--- config.mk ---
export PLATFORM = sky130hd
export DESIGN_NAME = pivot_row_m_axis_streamer
export DESIGN_NICKNAME = d
export VERILOG_FILES = /design/src/rtl/pivot_row_m_axis_streamer.sv
export SDC_FILE = /design/constraint.sdc
export NUM_CORES = 1
export LEC_CHECK = 0
export BUFFER_PORTS_ARGS = -buffer_cell sky130_fd_sc_hd__buf_2
export CAP_MARGIN = 5
export CORE_UTILIZATION = 60
export CTS_CLUSTER_DIAMETER = 80
export DETAILED_ROUTE_END_ITERATION = 6
export PLACE_DENSITY_LB_ADDON = 0.05
export SLEW_MARGIN = 20
export SYNTH_ARGS = -nofsm -noshare
export SYNTH_HDL_FRONTEND = slang
export SYNTH_SLANG_ARGS = --single-unit
--- constraint.sdc ---
create_clock -name aclk -period 10.75 [get_ports aclk]
set_input_delay 1.6125 -clock aclk [delete_from_list [all_inputs] [get_ports aclk]]
set_output_delay 1.6125 -clock aclk [all_outputs]
set_load 0.02 [all_outputs]
--- src/rtl/pivot_row_m_axis_streamer.sv ---
// AXI4-Stream master: streams num_words consecutive buffer words starting at base_addr
// as one packet, using a 2-entry skid buffer to hide the 1-cycle buffer read latency.
module pivot_row_m_axis_streamer #(
    parameter int DATA_WIDTH = 32,
    parameter int ADDR_WIDTH = 12,
    parameter int LEN_WIDTH  = 10
) (
    input  logic                    aclk,
    input  logic                    areset,
    input  logic                    start,
    input  logic                    halt,
    input  logic [ADDR_WIDTH-1:0]   base_addr,
    input  logic [LEN_WIDTH-1:0]    num_words,
    output logic                    busy,
    output logic                    done,
    output logic                    rd_en,
    output logic [ADDR_WIDTH-1:0]   rd_addr,
    input  logic [DATA_WIDTH-1:0]   rd_data,
    output logic [DATA_WIDTH-1:0]   m_axis_tdata,
    output logic [DATA_WIDTH/8-1:0] m_axis_tstrb,
    output logic                    m_axis_tlast,
    output logic                    m_axis_tvalid,
    input  logic                    m_axis_tready
);

    typedef enum logic {
        IDLE   = 1'b0,
        STREAM = 1'b1
    } state_t;

    state_t                state, state_nxt;

    logic [ADDR_WIDTH-1:0] base_q;
    logic [LEN_WIDTH-1:0]  len_q;
    logic [LEN_WIDTH-1:0]  rd_ptr;
    logic [LEN_WIDTH-1:0]  tx_cnt;
    logic [LEN_WIDTH-1:0]  last_idx;
    logic                  inflight;
    logic                  done_q;

    logic [DATA_WIDTH-1:0] mem [0:1];
    logic                  wr_idx;
    logic                  rd_idx;
    logic [1:0]            occ;

    logic                  pop;
    logic                  last_pop;
    logic [2:0]            level;
    logic                  room;

    // Slots committed once this cycle's pop retires: buffered words plus the read in flight.
    assign level    = {1'b0, occ} + {2'b00, inflight} - {2'b00, pop};
    assign room     = (level < 3'd2);
    assign last_idx = len_q - LEN_WIDTH'(1);

    assign m_axis_tvalid = (occ != 2'd0);
    assign m_axis_tdata  = mem[rd_idx];
    assign m_axis_tstrb  = {(DATA_WIDTH/8){m_axis_tvalid}};
    assign m_axis_tlast  = m_axis_tvalid && (tx_cnt == last_idx);

    assign pop      = m_axis_tvalid && m_axis_tready;
    assign last_pop = pop && m_axis_tlast;

    assign busy    = (state == STREAM);
    assign done    = done_q;
    assign rd_en   = (state == STREAM) && !halt && (rd_ptr < len_q) && room;
    assign rd_addr = base_q + ADDR_WIDTH'(rd_ptr);

    always_ff @(posedge aclk or posedge areset) begin
        if (areset) state <= IDLE;
        else        state <= state_nxt;
    end

    always_comb begin
        state_nxt = state;
        case (state)
            IDLE:    if (start && (num_words != '0)) state_nxt = STREAM;
            STREAM:  if (halt || last_pop)           state_nxt = IDLE;
            default: state_nxt = IDLE;
        endcase
    end

    always_ff @(posedge aclk or posedge areset) begin
        if (areset) begin
            base_q   <= '0;
            len_q    <= '0;
            rd_ptr   <= '0;
            tx_cnt   <= '0;
            inflight <= 1'b0;
            done_q   <= 1'b0;
            wr_idx   <= 1'b0;
            rd_idx   <= 1'b0;
            occ      <= '0;
            for (int i = 0; i < 2; i++) mem[i] <= '0;
        end else begin
            done_q <= 1'b0;
            if (state == IDLE) begin
                if (start) begin
                    if (num_words != '0) begin
                        base_q <= base_addr;
                        len_q  <= num_words;
                        rd_ptr <= '0;
                        tx_cnt <= '0;
                    end else begin
                        done_q <= 1'b1;
                    end
                end
            end else if (halt) begin
                // Abort: drop buffered words and the outstanding read; no tlast, no done.
                inflight <= 1'b0;
                occ      <= '0;
                wr_idx   <= 1'b0;
                rd_idx   <= 1'b0;
            end else begin
                inflight <= rd_en;
                if (rd_en) rd_ptr <= rd_ptr + LEN_WIDTH'(1);
                if (inflight) begin
                    mem[wr_idx] <= rd_data;
                    wr_idx      <= ~wr_idx;
                end
                if (pop) begin
                    rd_idx <= ~rd_idx;
                    tx_cnt <= tx_cnt + LEN_WIDTH'(1);
                end
                occ <= occ + {1'b0, inflight} - {1'b0, pop};
                if (last_pop) done_q <= 1'b1;
            end
        end
    end

endmodule

==> reports/summary.txt <==
vias in the first global route: 4,555
Non-Filler Instances: 787
Yosys cell types: 54
I/O Buffers: 111
largest net degree at the start of global routing: 64
detailed-route via count: 4,486
Slew headroom: 46.8%
post-synthesis sequential area ratio: 47.7%
Core Area: 0.00942 mm²
Worst EP arrival: 3900 ps
Lkg Pwr: 3.46 nW
RSZ-0062 raised after global routing: false
pwr dens: 271 mW/mm²
Post-Synth XOR/XNOR Area: 4.73%
Compound-Gate Fraction of Synth Area: 7.45%
clock latency on the worst-skew pair: 530 ps
post-synth top area cell: dfrtp_1
layout cell share with drive strength beyond 1: 38.1%
Die H: 101 µm
Routed Antenna Nets: 0
YS warnings: 0
CTS tree: built
Synth Area in Simple Gates: 11.9%
min-delay worst type: flop to flop
Inserted Clock Buffers: 17
VDD IR max: 0.205 mV
H-tree depth: 4
kind of end point of the critical path: output port
Post-synth top cells: 113 x dfrtp_1, 94 x mux2_2, 61 x nand2_1, 32 x inv_1, 24 x ha_1
Setup CP Type: primary input to output port
CTS clk-pin slew, worst paths: 60 ps
full die area: 0.0103 mm²
Max Slew Vio Count: 0
adder-cell share of the synthesized area: 5.74%
Remaining DRCs: 0
status: finished, final reports clean
WL/cell: 16.5 µm
largest family of logic cells by synthesized area: multiplexers
post-synthesis mux area share: 18.4%
hold buffer count at CTS: 0
final setup vio count: 0
Vias per Instance: 5.70
Critical Path Start Type: primary input
R2R Path End: rd_ptr[6]
final net count: 730
first-pass GRT wire length: 21,300 µm
f_max: 0.181 GHz
buffer count from post-CTS setup fixing: 0
diode count: 0
Detail Placement HPWL: 8840 µm
Slowest cell on crit path: fa_1
Clock Tree Buf Depth: 2
CP most frequent cell: inv_1
CP bufs+invs: 6
Worst Setup SP: m_axis_tready
Final Total Pwr: 1.94 mW
syn nets: 620
Worst Reg-to-Reg Cells: 14
Area Overhead vs Synth: 20.7%
top cell type's share of synthesized area: 47.7%
EDFF count, synth: 0
total negative slack: 0 ps
Final Skew: 7.88 ps
WHS: 489 ps
root buf cell: clkbuf_8
final-layout fill cell count: 681
slowest stage delay, CP: 500 ps
initial drt markers: 145
Site Rows: 35
DR pass1 iterations: 4
die width: 101 µm
Max-Cap Viols: 0
setup ws final: 5230 ps
r2r startpoint: occ[1]
Initial Utilization: 63.0%
worst reg-to-reg setup slack: 7170 ps
GP Congestion: 0.764
cell depth of the worst setup path: 14
Most used DFF post-synth: dfrtp_1
post-CTS resize count: 0
final wirelength: 13,000 µm
All-Layer GR Usage: 27.5%
hold endpoint: base_q[5]
top cells by area, synth: dfrtp_1 48%, mux2_2 18%, ha_1 5.1%
Async SR Flop Fraction: 100%
Mapped Area: 0.00593 mm²
min Tclk post-route: 5520 ps
Place WS: 5230 ps
count of state elements after synthesis: 113
Cell Chain, Critical Path: buf_2 > nand2_1 > inv_1 > ha_1 > inv_1 > ha_1 > inv_1 > fa_1 > nand2b_1 > a21oi_1 > nand3_1 > a21o_1 > inv_1 > buf_2
Mapped Cells: 535
GRT Residual Overflow: 0
Hold Crit Start: base_q[5]
cell with the most instances after synthesis: dfrtp_1
CTS Sinks: 113
initial antenna violation count: 0
Worst Path Required: 9140 ps
CP Max Fanout: 17
Tcrit/Tclk final: 51.3%
syn_area_per_cell: 11.1 µm²
Worst path top cell family by delay: adder cells
Top-Level Pins: 112
Worst Max-Slew Pin Slew: 797 ps
placed cells: 755
Final Hold Viols: 0
cell count of the worst hold path: 2
==> worst max path at each step <==
stage	to	slack [ps]
floorplan	rd_en	5550
global placement	rd_en	5340
detailed placement	rd_en	5230
CTS	rd_en	5220
global route	rd_en	5060
finish	rd_en	5230
==> stage by stage <==
stage / util [%] / cell area, µm²
2_1_floorplan: - / 5930
3_3_place_gp: 69.8 / 6580
3_5_place_dp: 69.8 / 6580
4_1_cts: 76.0 / 7160
5_1_grt: 76.0 / 7160
6_report: 76.0 / 7160
==> power by group <==
part | internal [mW] | switching (mW)
clock network | 0.342 | 0.206
registers | 0.573 | 0.0960
logic | 0.330 | 0.392
==> registers in the layout, summed over array words and instances (netlist names) <==
signal and cells:
mem 64, rd_idx 1, inflight 1, len_q 10, done 1, tx_cnt 10
wr_idx 1, rd_ptr 10, busy 1, occ 2, base_q 12
==> tightest hold or removal path: stages, from the launching register on <==
cell and delay (ps):
dfrtp_1 350, nand2_1 50, nand2_1 50
==> kinds of logic (layout without fill, tap and decap cells) <==
logic type,after synthesis,after routing
DFF,113,113
xor gates and xnor gates,32,32
AOI/OAI and AO/OA,69,69
and+or+nand+nor,141,141
buffers and inverters,57,180
adders and majority gates,26,26
muxes,97,97
==> final cells by class <==
| type | instances | area [µm²] | share of cell area, % |
|---|---|---|---|
| well taps | 129 | 161 | 2.26 |
| inverters | 32 | 123 | 1.71 |
| flip-flops and latches | 113 | 2830 | 39.5 |
| clock inverters | 12 | 134 | 1.87 |
| clock buffers | 20 | 445 | 6.22 |
| multi-input cells | 365 | 2870 | 40.1 |
| repair buffers | 116 | 593 | 8.29 |
==> metal layers <==
layer | wire length [µm] | part of all wire (%) | vias to the layer above | track usage [%]
li1 | - | - | 2103 | -
met1 | 5590 | 43 | 2237 | 33.0
met2 | 6510 | 50 | 122 | 46.1
met3 | 682 | 5.2 | 24 | 8.97
met4 | 226 | 1.7 | 0 | 11.0
met5 | 0 | 0 | - | 0
==> placed cells by master, fill, tap and decap left out, types with 6 or more instances in the layout <==
master / netlist / routed
xnor2_1: 17 / 17
nand2_1: 61 / 61
ha_1: 24 / 24
dfrtp_1: 113 / 113
a21oi_1: 15 / 15
o211ai_1: 6 / 6
inv_1: 32 / 31
mux2_2: 94 / 94
nor2_1: 20 / 20
xor2_1: 15 / 15
nand3_1: 15 / 15
clkbuf_16: 0 / 16
o21ai_0: 22 / 22
nand4_1: 8 / 8
buf_2: 7 / 111
Note: power is estimated with default switching activity, not from simulation.
